File: src/rtl/bit_serial_subtractor.sv
// Bit-serial unsigned/signed subtractor: A - B computed LSB first as A + ~B + 1,
// one bit per clock, with a valid/ready handshake on both sides.
module bit_serial_subtractor #(
    parameter int WIDTH = 16
) (
    input  logic             clk,
    input  logic             rst_n,
    input  logic             in_valid,
    output logic             in_ready,
    input  logic [WIDTH-1:0] minuend,
    input  logic [WIDTH-1:0] subtrahend,
    output logic             out_valid,
    input  logic             out_ready,
    output logic [WIDTH-1:0] difference,
    output logic             borrow_out,
    output logic             overflow,
    output logic             busy
);

    typedef enum logic [1:0] {
        IDLE,
        CALC,
        DONE
    } state_t;

    localparam int CW = (WIDTH > 1) ? $clog2(WIDTH) : 1;
    localparam logic [CW-1:0] LAST = CW'(WIDTH - 1);

    state_t state;
    state_t state_nxt;

    logic [WIDTH-1:0] a_sh;
    logic [WIDTH-1:0] b_sh;
    logic [WIDTH-2:0] res;
    logic [WIDTH-1:0] diff_q;
    logic [CW-1:0]    cnt;
    logic             carry;
    logic             borrow_q;
    logic             ovf_q;

    logic             a_bit;
    logic             nb_bit;
    logic             sum_bit;
    logic             c_nxt;
    logic             last_bit;
    logic [WIDTH-1:0] wide;

    always_comb begin
        a_bit    = a_sh[0];
        nb_bit   = ~b_sh[0];
        sum_bit  = a_bit ^ nb_bit ^ carry;
        c_nxt    = (a_bit & nb_bit) | (a_bit & carry) | (nb_bit & carry);
        last_bit = (cnt == LAST);
        wide     = {sum_bit, res};
    end

    always_ff @(posedge clk) begin
        if (!rst_n) begin
            state <= IDLE;
        end else begin
            state <= state_nxt;
        end
    end

    always_comb begin
        state_nxt = state;
        unique case (state)
            IDLE: if (in_valid) state_nxt = CALC;
            CALC: if (last_bit) state_nxt = DONE;
            DONE: if (out_ready) state_nxt = IDLE;
            default: state_nxt = IDLE;
        endcase
    end

    always_ff @(posedge clk) begin
        if (!rst_n) begin
            a_sh     <= '0;
            b_sh     <= '0;
            res      <= '0;
            diff_q   <= '0;
            cnt      <= '0;
            carry    <= 1'b0;
            borrow_q <= 1'b0;
            ovf_q    <= 1'b0;
        end else begin
            unique case (state)
                IDLE: begin
                    if (in_valid) begin
                        a_sh  <= minuend;
                        b_sh  <= subtrahend;
                        carry <= 1'b1;
                        cnt   <= '0;
                    end
                end
                CALC: begin
                    a_sh  <= a_sh >> 1;
                    b_sh  <= b_sh >> 1;
                    carry <= c_nxt;
                    res   <= wide[WIDTH-1:1];
                    cnt   <= cnt + 1'b1;
                    // carry still holds the carry into the MSB on the last bit
                    if (last_bit) begin
                        diff_q   <= wide;
                        borrow_q <= ~c_nxt;
                        ovf_q    <= carry ^ c_nxt;
                    end
                end
                default: ;
            endcase
        end
    end

    assign in_ready   = (state == IDLE);
    assign out_valid  = (state == DONE);
    assign busy       = (state != IDLE);
    assign difference = diff_q;
    assign borrow_out = borrow_q;
    assign overflow   = ovf_q;

endmodule

File: config.mk
export PLATFORM = sky130hd
export DESIGN_NAME = bit_serial_subtractor
export DESIGN_NICKNAME = d
export VERILOG_FILES = /design/src/rtl/bit_serial_subtractor.sv
export SDC_FILE = /design/constraint.sdc
export NUM_CORES = 1
export LEC_CHECK = 0
export ABC_CLOCK_PERIOD_IN_PS = 2800
export CORE_MARGIN = 2
export CORE_UTILIZATION = 45
export DETAILED_ROUTE_END_ITERATION = 6
export GPL_TIMING_DRIVEN = 0
export PLACE_DENSITY_LB_ADDON = 0.08
export SYNTH_ARGS = -nofsm -noshare
export SYNTH_HDL_FRONTEND = slang
export SYNTH_SLANG_ARGS = --single-unit
File: constraint.sdc
create_clock -name clk -period 2.8 [get_ports clk]
set_clock_uncertainty 0.05 [all_clocks]
set_input_delay 0.28 -clock clk [delete_from_list [all_inputs] [get_ports clk]]
set_output_delay 0.28 -clock clk [all_outputs]
set_load 0.01 [all_outputs]
### Word level (Yosys, flattened, before mapping)

Index checks and enable logic that the tools add are counted.

* flip-flop bits (word level): 72
* bits in latches: 0
* bits in writable memories: 0
* ROM bits: 0
* input bits: 36
* memories: 0

* add/sub/neg operators: 1
* multipliers: 0
* divide/modulo/power cells: 0
* $lt $le $gt $ge: 0
* equal/unequal tests: 6
* shift-type cells: 0
* muxes and demuxes: 12
* bitwise operators: 10
* reductions and logical operators: 6

Operators by type and width (number)
* 16-bit case mux with 2 select lines: 2
* 16-bit 2-to-1 mux: 2
* 4-bit case mux with 2 select lines: 1
* 2-bit 2-to-1 mux: 3
* 2-bit case mux with 3 select lines: 1
* 4-bit by 1-bit adder with 4-bit output (second input constant): 1
* 4-bit equality test (second input constant): 1
* 4-bit 2-to-1 mux: 1
* 2-bit inequality test (second input constant): 2
* 2-bit AND reduction: 2
* 2-bit nonzero test: 2
* 1-bit bitwise AND: 3
* 3-bit AND reduction: 1
* 1-bit XOR: 3
* 2-bit by 1-bit equality test with 1-bit output (second input constant): 1
* 2-bit equality test (second input constant): 1
* 2-bit logical NOT: 1
* 2-bit by 1-bit inequality test with 1-bit output (second input constant): 1
* 1-bit inverter: 2
* 1-bit OR: 2
* 1-bit case mux with 2 select lines: 1
* 1-bit 2-to-1 mux: 1

### Longest topological paths before layout

Gate-level depths: netlist (run 1).

* word-level depth: 5
* gate-level depth with buffers: 6
* depth with buffers taken out: 5

### Least setup slack after synthesis (run 1)

No wires, ideal clock.

* kind: register -> register
* start: register cnt[0]
* end: register diff_q[10], in the netlist difference[10]
* arrival: 1.326 ns
* required time: 2.678 ns
* slack: 1.352 ns
* cell stages (with the launch flop): 6
* path buffers: 1
* clock period less this slack: 1.448 ns
* path through: dfxtp_1 > ha_1 > nand4_4 > nor2_4 > buf_8 > mux2i_1

* longest elaborated chain between the ends: 2

RTL lines
* from (decl): line 36 `logic [CW-1:0] cnt;`
* from (signal assigned): line 100 `cnt <= cnt + 1'b1;`
* 4-bit equality test: line 53 `last_bit = (cnt == LAST);`
* 2-bit AND reduction (no source line)
* to (signal assigned): line 103 `diff_q <= wide;`
* to (decl): line 35 `logic [WIDTH-1:0] diff_q;`

No other way between the ends.
A chain may end at the register's enable or synchronous reset.

### Final worst setup path (run 1)

* start: register state[1]
* end: output port out_valid

* longest elaborated chain between the ends: 1

RTL lines
* from (decl): line 29 `state_t state;`
* from (signal assigned): line 61 `state <= state_nxt;`
* 2-bit equality test: line 114 `assign out_valid = (state == DONE);`
* to (decl): line 12 `output logic out_valid,`

No other way between the ends.

==> qor.tcl, run 1 <==
set qor(routedWlPerCell_um) 13.6
set qor(first_global_vias) 2510
set qor(seq_area_frac_synth_pct) 47.7
set qor(post_cts_buffers) 0
set qor(transition_time_of_the_tightest_slew_check_pin_ns) 0.511
set qor(max_cap_viol_count) 0
set qor(fmax_mhz) 448
set qor(regToRegSetupSlack_ns) 1.16
set qor(outcome) {completed}
set qor(timing.rr.end) {difference[13]}
set qor(worstPathRequired_ns) 2.47
set qor(synth_top_family_by_area) {compound AO/OA/AOI/OAI gates}
set qor(grt_start_max_net_pins) 14
set qor(static-leakage-power_nw) 1.35
set qor(reg2reg_depth) 5
set qor(antennaDiodeCount) 0
set qor(gr-usage-all-layers_pct) 19.8
set qor(synthXorXnorAreaFrac_pct) 0.290
set qor(final.setup.tns_ns) 0
set qor(initial_antenna_violation_count) 0
set qor(start_util_pct) 47.0
set qor(cts.clk_slew.worst_paths_ns) 0.08
set qor(synthesis.area_per_instance_um2) 8.54
set qor(wl_um) 6820
set qor(count_of_yosys_warnings_during_synthesis) 0
set qor(synth_adder_area_share_pct) 1.08
set qor(edff_count_synth) 0
set qor(synth_top_area_share_pct) 47.7
set qor(critical_path_peak_fanout) 10
set qor(cts_repair_resize_count) 0
set qor(boundary_pin_count) 57
set qor(total_power_w) 0.00216
set qor(number_of_h_tree_levels) 3
set qor(crit_start) {state[1]}
set qor(grt.overflow.total) 0
set qor(async_flop_share_pct) 0
set qor(fp-row-count) 29
set qor(timing.critical_path.cells) {buf_6 -> inv_1 -> clkbuf_1 -> nor2_1 -> clkdlybuf4s50_1}
set qor(layout.cells.most_common_list) {dfxtp_1 (72), nand2_1 (66), clkdlybuf4s50_1 (55), a21oi_1 (43), nor2_1 (31)}
set qor(ys_seq_elements) 72
set qor(grt_first_pass_wirelength_um) 11600
set qor(detailed_place_hpwl_um) 4800
set qor(crit_path_max_incr_delay_ns) 0.50
set qor(period_share_pct) 79.7
set qor(critical_path.slowest_cell) {clkdlybuf4s50_1}
set qor(power_density_relative_to_cell_area_nw_per_um2) 558
set qor(hold_path_cell_cnt) 3
set qor(synthTopCellsByArea) {dfxtp_1 (48%), nand2_1 (8.2%), o2bb2ai_1 (7.2%), a21oi_1 (7.1%), mux2i_1 (6.0%)}
set qor(die_w_um) 85.9
set qor(hold_class) {input port to register}
set qor(final_max_slew_viol_count) 0
set qor(synth_cells) 354
set qor(drive_above_1_share_pct) 7.53
set qor(globalplace.congestion) 0.754
set qor(relSlewSlack_pct) 65.9
set qor(clockRootBuffer) {clkbuf_8}
set qor(tritoncts) {yes}
set qor(rsz0062_at_grt) {no}
set qor(synthFlopType) {dfxtp_1}
set qor(floorplan.die.height_um) 85.9
set qor(dieArea_um2) 7390
set qor(tritoncts.num_buffers) 9
set qor(startpoint_type) {register}
set qor(worst_setup_path_endpoint) {out_valid}
set qor(portBuffers) 55
set qor(clkSinkCount) 72
set qor(final-hold-violation-count) 0
set qor(post-route-min-period_ns) 2.23
set qor(detail_route.first_pass.iterations) 4
set qor(detailed_route_iter0_violations) 147
set qor(mostFrequentLayoutCell) {dfxtp_1}
set qor(cts-hold-fix-buffers) 0
set qor(synth_area_um2) 3020
set qor(syn_nets) 392
set qor(share_of_synthesized_cell_area_in_and_or_nand_and_nor_gates_pct) 15.3
set qor(clock_path_buffers) 2
set qor(flow.area_growth_from_synthesis_pct) 27.9
set qor(netlist-cell-type-count) 39
set qor(core_um2) 6420
set qor(detail_route.vias_per_cell) 5.35
set qor(timing.setup.critical_path_class) {register to output pin}
set qor(crit-reg2reg-launch) {cnt[0]}
set qor(num_vias) 2687
set qor(antenna_left) 0
set qor(critical_path_data_arrival_time_ns) 1.90
set qor(synth_top_cell_by_area) {dfxtp_1}
set qor(fill_count) 607
set qor(vdd_ir_drop_max_mv) 0.307
set qor(route.detailed.drc) 0
set qor(post_synthesis_mux_area_share_pct) 5.96
set qor(clock_latency_ns) 0.34
set qor(synth_compound_area_share_pct) 23.9
set qor(final-setup-viol-count) 0
set qor(finalNetCount) 458
set qor(category_of_the_worst_setup_path_capture_point) {output pin}
==> synthesized netlist by cell type (2+ instances only) <==
cell	count
buf_2	6
o22ai_1	5
o2bb2ai_1	25
o21ai_0	30
mux2i_1	18
a21oi_1	43
a21boi_0	3
dfxtp_1	72
nand2b_1	2
nand2_1	66
buf_6	2
nand3_1	2
inv_1	4
a32oi_1	2
nor3_1	2
nor2_1	31
buf_1	3
clkbuf_1	17
==> worst min-delay path by stage <==
stage	from	to
final	rst_n	difference[15]
after global routing	rst_n	difference[15]
after CTS	rst_n	difference[15]
after detailed placement	difference[3]	difference[3]
after global placement	difference[4]	difference[4]
after floorplan	res[0]	res[0]
==> through the flow <==
stage | hold WS [ns] | cells | util [%] | area, µm² | setup slack [ns]
global route | 0.267 | 502 | 60.2 | 3860 | 0.456
finish | 0.252 | 502 | 60.2 | 3860 | 0.568
detailed placement | 0.399 | 486 | 57.1 | 3670 | 0.905
CTS | 0.248 | 502 | 60.2 | 3860 | 0.543
global placement | 0.392 | 486 | 57.1 | 3670 | 0.908
floorplan | 0.387 | 354 | - | 3020 | 1.35
==> layout make-up <==
class | count | area [µm²] | area share [%]
repair buffers | 55 | 551 | 14.2
plain buffers | 31 | 155 | 4.01
inverters | 5 | 18.8 | 0.486
clock inverters | 7 | 72.6 | 1.88
multi-input cells | 246 | 1410 | 36.4
clock buffers | 9 | 124 | 3.20
well taps | 77 | 96.3 | 2.49
flip-flops and latches | 72 | 1440 | 37.3
==> layer usage <==
metal / wire length [µm] / track usage, % / vias to the layer above
li1: - / - / 1374
met1: 3260 / 27.4 / 1246
met2: 3170 / 30.0 / 59
met3: 288 / 4.14 / 8
met4: 98 / 7.79 / 0
met5: 0 / 0 / -
==> logic make-up after synthesis <==
family,after synthesis
AO/OA/AOI/OAI,116
adder cells (fa/ha/maj),2
flip-flops,72
buffers and inverters,36
XOR/XNOR,1
AND/OR/NAND/NOR,109
multiplexers,18
==> flip-flops by register name (all words and copies together), names as in the netlist <==
| signal | flops |
|---|---|
| res | 15 |
| state | 2 |
| borrow_out | 1 |
| b_sh | 16 |
| a_sh | 16 |
| cnt | 4 |
| overflow | 1 |
| difference | 16 |
| carry | 1 |
==> where the power goes <==
part	switching, W	internal, W	total [W]	leakage (nW)
Combinational	0.000132	0.000119	0.000251	0.668
Clock	0.000398	0.000411	0.000808	0.0952
Sequential	0.0000254	0.00107	0.00110	0.589
Total	0.000556	0.00160	0.00216	1.35
==> critical path: cells and delay by family, from the launching register on <==
kind          cells  cell delay [ns]
buf+inv           4             1.15
flops             1             0.31
simple gates      1             0.10
Note: power is estimated with default switching activity, not from simulation.
==> run 2, diff against run 1 <==
- ABC_CLOCK_PERIOD_IN_PS: 2800 -> 1800
- clock period: 2.8 -> 1.8 ns (I/O delays scaled with it)
==> qor.tcl, run 2 (same netlist as run 1, synthesis figures left out) <==
set qor(outcome) {completed}
set qor(crit_start) {cnt[0]}
set qor(fill_count) 605
set qor(critical_path.slowest_cell) {dfxtp_1}
set qor(clkSinkCount) 72
set qor(worstPathRequired_ns) 2.02
set qor(hold_path_cell_cnt) 3
set qor(routedWlPerCell_um) 13.7
set qor(grt_start_max_net_pins) 14
set qor(max_cap_viol_count) 0
set qor(die_w_um) 85.9
set qor(timing.rr.end) {difference[13]}
set qor(critical_path_peak_fanout) 10
set qor(instances_no_fill) 502
set qor(clock_path_buffers) 2
set qor(worst_setup_path_endpoint) {difference[13]}
set qor(antenna_left) 0
set qor(postLayoutCoreUtil_pct) 60.6
set qor(placed_cells_incl_taps) 486
set qor(final-setup-viol-count) 0
set qor(final_max_slew_viol_count) 0
set qor(gr-usage-all-layers_pct) 19.9
set qor(fp-row-count) 29
set qor(boundary_pin_count) 57
set qor(vdd_ir_drop_max_mv) 0.479
set qor(regToRegSetupSlack_ns) 0.16
set qor(layout.cells.most_common_list) {dfxtp_1 (72), nand2_1 (66), clkdlybuf4s50_1 (52), a21oi_1 (43)}
set qor(reg2reg_depth) 5
set qor(floorplan.die.height_um) 85.9
set qor(globalplace.congestion) 0.754
set qor(mostFrequentLayoutCell) {dfxtp_1}
set qor(finalNetCount) 458
set qor(final-hold-violation-count) 0
set qor(startpoint_type) {register}
set qor(cts.clk_slew.worst_paths_ns) 0.08
set qor(crit-reg2reg-launch) {cnt[0]}
set qor(setup_ws_pre_cts_ns) 0.00527
set qor(clock_latency_ns) 0.34
set qor(antennaDiodeCount) 0
set qor(num_vias) 2676
set qor(initial_antenna_violation_count) 0
set qor(category_of_the_worst_setup_path_capture_point) {register}
set qor(route.detailed.drc) 0
set qor(clockRootBuffer) {clkbuf_8}
set qor(power_density_relative_to_cell_area_nw_per_um2) 863
set qor(final.setup.tns_ns) 0
set qor(number_of_h_tree_levels) 3
set qor(fmax_mhz) 610
set qor(critical_path_data_arrival_time_ns) 1.86
set qor(final_critical_path_setup_slack_ns) 0.161
set qor(timing.critical_path.cells) {ha_1 -> nand4_4 -> nor2_4 -> buf_8 -> mux2i_1}
set qor(static-leakage-power_nw) 1.37
set qor(tritoncts.num_buffers) 9
set qor(transition_time_of_the_tightest_slew_check_pin_ns) 0.513
set qor(portBuffers) 55
set qor(tritoncts) {yes}
set qor(core_um2) 6420
set qor(detailed_place_hpwl_um) 4800
set qor(first_global_vias) 2518
set qor(relSlewSlack_pct) 65.8
set qor(multi_input_comb_area_um2) 1410
set qor(start_util_pct) 47.0
set qor(detail_route.first_pass.iterations) 4
set qor(grt_first_pass_wirelength_um) 11700
set qor(drive_above_1_share_pct) 8.47
set qor(detailed_route_iter0_violations) 120
set qor(grt.overflow.total) 0
set qor(timing.setup.critical_path_class) {register to register}
set qor(wl_um) 6870
set qor(hold_class) {input port to register}
set qor(post-route-min-period_ns) 1.64
set qor(period_share_pct) 91.1
set qor(cts-hold-fix-buffers) 0
set qor(rsz0062_at_grt) {no}
set qor(register_area_um2) 1440
set qor(dieArea_um2) 7390
set qor(flow.area_growth_from_synthesis_pct) 28.7
set qor(crit_path_max_incr_delay_ns) 0.37
set qor(detail_route.vias_per_cell) 5.33
==> run 2: changes by cell type in the layout (fill, tap and decap cells not counted), sizes merged <==
| cell | previous run | this run |
|---|---|---|
| clkdlybuf4s50 | 55 | 52 |
| dlygate4sd2 | 0 | 3 |
| buf | 13 | 14 |
| clkbuf | 27 | 26 |
| clkinvlp | 2 | 3 |
| inv | 4 | 3 |
==> run 2: layer usage <==
metal | share of wire, % | wire, µm | track usage [%] | vias to the layer above
li1 | - | - | - | 1368
met1 | 48 | 3280 | 27.7 | 1247
met2 | 47 | 3210 | 30.2 | 53
met3 | 4.1 | 281 | 4.14 | 8
met4 | 1.4 | 98 | 7.79 | 0
met5 | 0 | 0 | 0 | -
==> run 2: area by class of cell <==
| class | count | share of cell area [%] |
|---|---|---|
| Tap cell | 77 | 2.48 |
| Inverter | 5 | 0.579 |
| Clock buffer | 9 | 3.18 |
| Timing Repair Buffer | 56 | 14.2 |
| Buffer | 30 | 4.25 |
| Multi-Input combinational cell | 246 | 36.3 |
| Sequential cell | 72 | 37.1 |
| Clock inverter | 7 | 1.87 |
==> run 2: power breakdown <==
| group | internal, W | switching, W | total [W] |
|---|---|---|---|
| Clock | 0.000639 | 0.000616 | 0.00125 |
| Sequential | 0.00167 | 0.0000398 | 0.00171 |
| Combinational | 0.000188 | 0.000207 | 0.000395 |
| Total | 0.00249 | 0.000863 | 0.00336 |
==> run 2: critical path: cells and delay by family, from the launching register on <==
kind | cells | cell delay (ns)
fa+ha+maj | 1 | 0.26
simple gates | 2 | 0.48
flops | 1 | 0.37
mux | 1 | 0.19
buf+inv | 1 | 0.22
==> run 2: worst min path at each step <==
stage | slack [ns] | startpoint | to
final | 0.15 | rst_n | difference[15]
after detailed placement | 0.40 | difference[3] | difference[3]
after floorplan | 0.30 | minuend[15] | a_sh[15]
after global placement | 0.39 | difference[4] | difference[4]
after global routing | 0.17 | rst_n | difference[15]
after CTS | 0.15 | rst_n | difference[15]
==> run 2: what timing repair did <==
item                                   4_1_cts  5_1_grt
endpoints found under the hold margin        0        0
gates resized for setup                     11        0
setup endpoints to repair                    3        0
setup buffers                                1        0
==> run 2: stage by stage <==
| stage | hold WS [ns] | area (µm²) | total power (W) |
|---|---|---|---|
| final | 0.154 | 3890 | 0.00336 |
| after global routing | 0.167 | 3890 | 0.00352 |
| after CTS | 0.148 | 3890 | 0.00339 |
| after detailed placement | 0.399 | 3670 | 0.00214 |
| after global placement | 0.392 | 3670 | 0.00213 |
| after floorplan | 0.302 | 3020 | 0.00198 |
==> run 3, diff against run 2 <==
- RECOVER_POWER: default -> 25
==> qor.tcl, run 3 (same netlist as run 1, synthesis figures left out) <==
set qor(crit_path_max_incr_delay_ns) 0.37
set qor(grt.overflow.total) 0
set qor(detail_route.vias_per_cell) 5.35
set qor(fill_count) 610
set qor(grt_first_pass_wirelength_um) 11700
set qor(fp-row-count) 29
set qor(static-leakage-power_nw) 1.37
set qor(detailed_place_hpwl_um) 4800
set qor(critical_path.slowest_cell) {dfxtp_1}
set qor(final_max_slew_viol_count) 0
set qor(die_w_um) 85.9
set qor(post-route-min-period_ns) 1.64
set qor(detailed_route_iter0_violations) 134
set qor(final-hold-violation-count) 0
set qor(floorplan.die.height_um) 85.9
set qor(startpoint_type) {register}
set qor(final-setup-viol-count) 0
set qor(boundary_pin_count) 57
set qor(vdd_ir_drop_max_mv) 0.477
set qor(period_share_pct) 91.0
set qor(cts-hold-fix-buffers) 0
set qor(total_power_w) 0.00335
set qor(number_of_h_tree_levels) 3
set qor(mostFrequentLayoutCell) {dfxtp_1}
set qor(worstPathRequired_ns) 2.02
set qor(clock_latency_ns) 0.34
set qor(gr-usage-all-layers_pct) 19.9
set qor(final.setup.tns_ns) 0
set qor(outcome) {completed}
set qor(relSlewSlack_pct) 65.5
set qor(flow.area_growth_from_synthesis_pct) 28.1
set qor(detail_route.first_pass.iterations) 4
set qor(category_of_the_worst_setup_path_capture_point) {register}
set qor(postLayoutCoreUtil_pct) 60.3
set qor(routedWlPerCell_um) 13.6
set qor(tritoncts.num_buffers) 9
set qor(max_cap_viol_count) 0
set qor(num_vias) 2686
set qor(fmax_mhz) 611
set qor(globalplace.congestion) 0.754
set qor(hold_class) {input port to register}
set qor(finalNetCount) 458
set qor(critical_path_peak_fanout) 10
set qor(portBuffers) 55
set qor(route.detailed.drc) 0
set qor(drive_above_1_share_pct) 7.06
set qor(wl_um) 6850
set qor(clkSinkCount) 72
set qor(layout.cells.most_common_list) {dfxtp_1 (72), nand2_1 (66), clkdlybuf4s50_1 (48), a21oi_1 (43)}
set qor(transition_time_of_the_tightest_slew_check_pin_ns) 0.518
set qor(final_design_area_no_fill_um2) 3870
set qor(cts.clk_slew.worst_paths_ns) 0.08
set qor(grt_start_max_net_pins) 14
set qor(critical_path_data_arrival_time_ns) 1.86
set qor(dieArea_um2) 7390
set qor(antennaDiodeCount) 0
set qor(first_global_vias) 2518
set qor(core_um2) 6420
set qor(clock_path_buffers) 2
set qor(tritoncts) {yes}
set qor(timing.setup.critical_path_class) {register to register}
set qor(detailed_place.area_um2) 3670
set qor(antenna_left) 0
set qor(initial_antenna_violation_count) 0
set qor(power_density_relative_to_cell_area_nw_per_um2) 866
set qor(timing.critical_path.cells) {ha_1 -> nand4_4 -> nor2_4 -> buf_8 -> mux2i_1}
set qor(clockRootBuffer) {clkbuf_8}
set qor(start_util_pct) 47.0
set qor(rsz0062_at_grt) {no}
==> run 3: path summary, 6_finish.rpt <==
kind / start / end / slack [ns] / cells after the start
min: rst_n / difference[15] / 0.15 / 3
min reg2reg: difference[4] / difference[4] / 0.40 / 2
max reg2reg: cnt[0] / difference[13] / 0.16 / 5
max: cnt[0] / difference[13] / 0.16 / 5
==> run 3: timing repair <==
| item | in CTS | in global routing |
|---|---|---|
| setup buffers | 1 | 0 |
| setup endpoints to repair | 3 | 0 |
| resized for setup | 11 | 0 |
| endpoints found under the hold margin | 0 | 0 |
==> run 3: per-stage QoR <==
stage	setup slack [ns]	hold slack [ns]	std cells
2_1_floorplan	0.352	0.302	354
3_3_place_gp	0.00817	0.392	486
3_5_place_dp	0.00527	0.399	486
4_1_cts	0.140	0.148	502
5_1_grt	0.0436	0.167	502
6_report	0.163	0.154	502
==> run 3: final cells by class <==
type | count | area [µm²] | area share, %
buffer | 30 | 154 | 3.98
clock buffer | 9 | 124 | 3.20
clock inverter | 7 | 72.6 | 1.87
inverter | 5 | 22.5 | 0.582
multi-input combinational | 246 | 1410 | 36.3
sequential | 72 | 1440 | 37.2
tap | 77 | 96.3 | 2.49
timing repair buffer | 56 | 554 | 14.3
==> run 3: worst max-delay path, delay by kind of cell (launching register included) <==
| kind | cells | cell delay (ns) |
|---|---|---|
| mux | 1 | 0.19 |
| flops | 1 | 0.37 |
| buf+inv | 1 | 0.22 |
| fa+ha+maj | 1 | 0.25 |
| simple gates | 2 | 0.48 |
==> run 3: power by group <==
part / internal [W] / total, W / switching (W)
combinational: 0.000183 / 0.000388 / 0.000206
sequential: 0.00167 / 0.00171 / 0.0000399
clock: 0.000639 / 0.00126 / 0.000617
total: 0.00249 / 0.00335 / 0.000863
==> run 3: metal layers <==
layer  share of wire [%]  wire length, µm  GRT usage, %  up-vias
li1                    -                -             -     1371
met1                  47             3220          27.7     1239
met2                  47             3210          30.2       68
met3                 4.7              324          4.14        8
met4                 1.4               98          7.79        0
met5                   0                0             0        -
